===== config.mk =====
export PLATFORM = sky130hd
export DESIGN_NAME = imem_responder
export DESIGN_NICKNAME = d
export VERILOG_FILES = /design/src/rtl/imem_responder.sv
export SDC_FILE = /design/constraint.sdc
export NUM_CORES = 1
export LEC_CHECK = 0
export ABC_AREA = 1
export CAP_MARGIN = 5
export CORE_ASPECT_RATIO = 1.75
export CORE_MARGIN = 4
export CORE_UTILIZATION = 30
export CTS_BUF_LIST = sky130_fd_sc_hd__clkbuf_2 sky130_fd_sc_hd__clkbuf_4 sky130_fd_sc_hd__clkbuf_8
export DETAILED_ROUTE_END_ITERATION = 12
export GPL_ROUTABILITY_DRIVEN = 0
export PLACE_DENSITY_LB_ADDON = 0.08
export SYNTH_ARGS = -nofsm -noshare
export SYNTH_HDL_FRONTEND = slang
export SYNTH_SLANG_ARGS = --single-unit

===== constraint.sdc =====
create_clock -name clock -period 1.9 [get_ports clock]
set_input_delay 0.285 -clock clock [delete_from_list [all_inputs] [get_ports clock]]
set_output_delay 0.285 -clock clock [all_outputs]
set_load 0.01 [all_outputs]

===== src/rtl/imem_responder.sv =====
// imem_responder: instruction-memory responder for the fetch stage.
// Accepts one PC request at a time, returns the addressed 32-bit word after
// WAIT_STATES cycles, and flags misaligned / out-of-range PCs with NOP_WORD.
// A word-write program-load port fills the memory in any state.
// Optional feature macro: IMEM_RESP_PC_EN adds resp_pc (PC paired with resp).
module imem_responder #(
  parameter int          DEPTH       = 16,
  parameter int          WAIT_STATES = 1,
  parameter logic [31:0] NOP_WORD    = 32'h00000013
) (
  input  logic                     clock,
  input  logic                     reset,
  input  logic                     req_valid,
  output logic                     req_ready,
  input  logic [31:0]              req_pc,
  output logic                     resp_valid,
  input  logic                     resp_ready,
  output logic [31:0]              resp_instr,
  output logic                     resp_fault,
`ifdef IMEM_RESP_PC_EN
  output logic [31:0]              resp_pc,
`endif
  input  logic                     flush,
  input  logic                     prog_we,
  input  logic [$clog2(DEPTH)-1:0] prog_addr,
  input  logic [31:0]              prog_data
);

  localparam int AW = $clog2(DEPTH);

  localparam logic [1:0] ST_IDLE = 2'd0;
  localparam logic [1:0] ST_WAIT = 2'd1;
  localparam logic [1:0] ST_RESP = 2'd2;

  // Counter preload: the WAIT state is left when the counter reads zero,
  // so WAIT_STATES cycles of latency need a preload of WAIT_STATES-1.
  localparam logic [3:0] WAIT_LOAD = (WAIT_STATES > 0) ? 4'(WAIT_STATES - 1) : 4'd0;

  // A PC faults when it is not word aligned or lies beyond the memory,
  // so high addresses never alias onto low words.
  function automatic logic addr_fault(input logic [31:0] pc);
    logic misaligned;
    logic out_of_range;
    misaligned   = (pc[1:0] != 2'b00);
    out_of_range = (pc[31:AW+2] != {(30-AW){1'b0}});
    addr_fault   = misaligned || out_of_range;
  endfunction

  logic [31:0] mem_q [DEPTH];

  logic [1:0]  state_q,  state_d;
  logic [3:0]  cnt_q,    cnt_d;
  logic        valid_q,  valid_d;
  logic [31:0] instr_q,  instr_d;
  logic        fault_q,  fault_d;
`ifdef IMEM_RESP_PC_EN
  logic [31:0] pc_q,     pc_d;
`endif

  logic          accept_s;
  logic [AW-1:0] rd_idx_s;
  logic [31:0]   rd_word_s;
  logic          rd_fault_s;

  // Program-load port; memory is deliberately untouched by reset and the
  // write happens even while a flush is in progress.
  always_ff @(posedge clock) begin
    if (prog_we) begin
      mem_q[prog_addr] <= prog_data;
    end
  end

  // Request-side handshake and read-port decode.
  always_comb begin
    req_ready  = (state_q == ST_IDLE) || ((state_q == ST_RESP) && resp_ready);
    accept_s   = req_valid && req_ready && !flush;
    rd_idx_s   = req_pc[AW+1:2];
    rd_word_s  = mem_q[rd_idx_s];
    rd_fault_s = addr_fault(req_pc);
  end

  // Next-state logic: flush beats everything, then a new acceptance, then
  // the per-state progression (wait countdown, response handshake).
  always_comb begin
    state_d = state_q;
    cnt_d   = cnt_q;
    valid_d = valid_q;
    instr_d = instr_q;
    fault_d = fault_q;
`ifdef IMEM_RESP_PC_EN
    pc_d    = pc_q;
`endif
    if (flush) begin
      state_d = ST_IDLE;
      cnt_d   = 4'd0;
      valid_d = 1'b0;
    end else if (accept_s) begin
      // The read uses the pre-edge memory, so a same-edge prog write to the
      // same index is not visible in the captured word.
      if (rd_fault_s) begin
        instr_d = NOP_WORD;
        fault_d = 1'b1;
      end else begin
        instr_d = rd_word_s;
        fault_d = 1'b0;
      end
`ifdef IMEM_RESP_PC_EN
      pc_d    = req_pc;
`endif
      if (WAIT_STATES == 0) begin
        state_d = ST_RESP;
        cnt_d   = 4'd0;
        valid_d = 1'b1;
      end else begin
        state_d = ST_WAIT;
        cnt_d   = WAIT_LOAD;
        valid_d = 1'b0;
      end
    end else begin
      case (state_q)
        ST_IDLE: begin
          state_d = ST_IDLE;
          valid_d = 1'b0;
        end
        ST_WAIT: begin
          if (cnt_q == 4'd0) begin
            state_d = ST_RESP;
            valid_d = 1'b1;
          end else begin
            cnt_d   = cnt_q - 4'd1;
            valid_d = 1'b0;
          end
        end
        ST_RESP: begin
          if (resp_ready) begin
            state_d = ST_IDLE;
            valid_d = 1'b0;
          end else begin
            state_d = ST_RESP;
            valid_d = 1'b1;
          end
        end
        default: begin
          state_d = ST_IDLE;
          cnt_d   = 4'd0;
          valid_d = 1'b0;
        end
      endcase
    end
  end

  // State and response holding registers with asynchronous active-low reset.
  always_ff @(posedge clock or negedge reset) begin
    if (!reset) begin
      state_q <= ST_IDLE;
      cnt_q   <= 4'd0;
      valid_q <= 1'b0;
      instr_q <= 32'd0;
      fault_q <= 1'b0;
    end else begin
      state_q <= state_d;
      cnt_q   <= cnt_d;
      valid_q <= valid_d;
      instr_q <= instr_d;
      fault_q <= fault_d;
    end
  end

`ifdef IMEM_RESP_PC_EN
  // Captured request PC travelling with the response.
  always_ff @(posedge clock or negedge reset) begin
    if (!reset) begin
      pc_q <= 32'd0;
    end else begin
      pc_q <= pc_d;
    end
  end

  assign resp_pc = pc_q;
`endif

  assign resp_valid = valid_q;
  assign resp_instr = instr_q;
  assign resp_fault = fault_q;

endmodule


==> results.toml <==
[clock_network]
cts_tree = "yes"
cts_inserted_buffers = 87
clockRootBuffer = "clkbuf_8"
clk_pin_slew_ns = 0.07
clock_latency_ns = 0.71
cts_sinks = 552
cts_buffer_depth = 3
cts_max_level = 3

[layout]
fillers = 7076
drive_gt1_frac = 0.1350
syn2layout_area_growth_pct = 22.88
fin_nets = 2147
final_util = 0.3728

[global_routing]
antenna_found_initial = 1
gr-total-overflow = 0
grt_max_degree = 89
grt_pass1_vias = 14720
grt_pass1_wl_um = 99930
grtUsageTotal = 0.1735

[routing]
vias_per_cell = 4.800
drtPass1Iterations = 5
drc = 0
wl_per_cell_um = 22.29
via_count = 14750
antenna_left = 0
drt_iter0_drc = 916
wirelength_um = 68510

[synth]
synth_area_leader_cell = "edfxtp_1"
synth_compound_area_frac = 0.002087
synth_cells = 1881
yosysSeqAreaShare = 0.7384
yosysWarnings = 0
postSynth.topFlopCell = "edfxtp_1"
synthArstFlopShare = 0.07246
synthAdderAreaFrac = 0.002821
yosys.area.top_type_share = 0.6933
ys_types = 26
yosys.cell_count.top_type = "nand2_1"
synthTopCellsByCount = "nand2_1 (612), edfxtp_1 (512), nand3_1 (475)"
synthMuxAreaShare = 0
synth-simple-area-share = 0.2234
ys_top_cells_by_area = "edfxtp_1 (69%), nand3_1 (11%), nand2_1 (10%)"
synth-seq-cells = 552
syn_avg_cell_area_um2 = 11.79
synth_area_um2 = 22180
synth_top_family_by_area = "simple AND/OR/NAND/NOR gates"
synth_edf_count = 512
syn-num-nets = 1960
synth_xor_area_frac = 0.0003949

[floorplan]
coreArea_um2 = 73100
die-area_um2 = 78510
rows = 131
die_w_um = 213.5
die_y_um = 367.7
start_util = 0.3034
ios = 109

[placement]
io_buffers = 108
hpwl_um = 37220

[critical_path]
cp_max_fo = 3
critPathKind = "flop to primary output"
cp.arrival_ns = 1.65
start_kind = "flop"
timing.rr.start = "state_q[0]"
cp-startpoint = "state_q[0]"
endpoint_kind = "primary output"
crit_required_ns = 1.62

[min_path]
hold_path_class = "primary input to async pin"

[sta]
fin_crit_sh = 1.020
setup_viol = 1
fin_skew_ns = 0.02838
hold_violations = 0
tns_ns = -0.03733
worst_pin_slew_ns = 0.6179
final.min_clock_period_ns = 1.937
drv_slew = 0
finalWorstSetupSlack_ns = -0.03733
worst_hold_slack_ns = 0.1305
fmax_mhz = 516.2
rsz0062_at_grt = "yes"
slew_headroom = 0.5880

[pwr]
leakage_nw = 10.14
pwr_density_cell_nw_per_um2 = 933.4
ir_drop_mv = 0.3869

[job]
max_cap_viol_count = 0

[outcome]
status = "complete, but fails checks"
violations = "negative setup slack"
-- stage by stage --
step                      instances  worst slack [ns]  cell area, µm²  power, W
after floorplan                1881           -0.3777           22190   0.01468
after global placement         2897          -0.03518           25360   0.01562
after detailed placement       2897          -0.01182           25360   0.01563
after CTS                      3064           -0.1575           27150   0.02586
after global routing           3073           -0.1609           27250   0.02658
final                          3073          -0.03733           27250   0.02544
-- layout by cell type (no fill, tap or decap), drive strengths merged --
| cell | count |
|---|---|
| edfxtp | 512 |
| or2 | 3 |
| nand4 | 2 |
| buf | 103 |
| clkinv | 31 |
| ha | 5 |
| bufbuf | 2 |
| o22ai | 1 |
| dlygate4sd2 | 34 |
| xnor2 | 1 |
| and3 | 1 |
| dlygate4sd3 | 1 |
| clkinvlp | 2 |
| nand3 | 476 |
| and2 | 1 |
| o21ai | 8 |
| clkbuf | 125 |
| nor3 | 2 |
| dfrtp | 40 |
| diode | 1 |
| bufinv | 1 |
| nand2 | 612 |
| inv | 60 |
| clkdlybuf4s50 | 68 |
| nor2 | 48 |
| nand3b | 2 |
-- where the power goes --
part,internal [W],switching (W)
clock network,0.00526,0.00482
logic,0.000601,0.00117
registers,0.0135,0.0000540
-- path summary, 6_finish.rpt --
check	end	slack [ns]	cells after the start
worst min-delay path	resp_instr[31]	0.13	2
worst max register to register	resp_instr[21]	0.01	11
min in group clock	resp_instr[17]	0.14	5
worst min register to register	resp_instr[29]	0.49	2
worst max-delay path	req_ready	-0.04	5
max in group asynchronous	resp_instr[22]	1.15	3
-- metal layers --
layer  share of wire  up-vias  global-route usage
li1                -     6963                   -
met1            0.43     7404              0.2239
met2            0.51      314              0.2986
met3           0.038       69             0.02948
met4           0.020        0             0.05025
met5               0        -                   0
-- critical path, stage by stage (launching register included) --
cell and delay, ns:
dfrtp_1 0.39, inv_2 0.11, ha_4 0.18, nor2_4 0.04, nor2_4 0.11, buf_6 0.10
-- state kept, by name, indices dropped and copies added (netlist names) --
name	count
mem_q	512
resp_instr	32
cnt_q	4
state_q	2
resp_fault	1
resp_valid	1
-- what timing repair did --
| item | in CTS | in global routing |
|---|---|---|
| gates resized for setup | 50 | 5 |
| hold buffers | 1 | 0 |
| endpoints found under the hold margin | 40 | 0 |
| setup endpoints to repair | 39 | 15 |
| pin swaps | 3 | 1 |
| cloned | 2 | 0 |
| buffers inserted | 2 | 8 |
-- kinds of logic after synthesis --
| logic type | Yosys count |
|---|---|
| AOI/OAI and AO/OA | 9 |
| xor gates and xnor gates | 1 |
| adders and majority gates | 5 |
| buffers and inverters | 167 |
| DFF | 552 |
| and+or+nand+nor | 1147 |
-- cell type report --
class	count	area, µm²	share of cell area
flip-flops and latches	552	16380	0.6011
clock inverters	38	214.0	0.007851
well taps	931	1165	0.04274
clock buffers	124	1500	0.05505
diodes	1	2.502	0.00009182
inverters	56	217.7	0.007989
multi-input cells	1162	5238	0.1922
repair buffers	209	2535	0.09302
(Power assumes the default switching activity.)
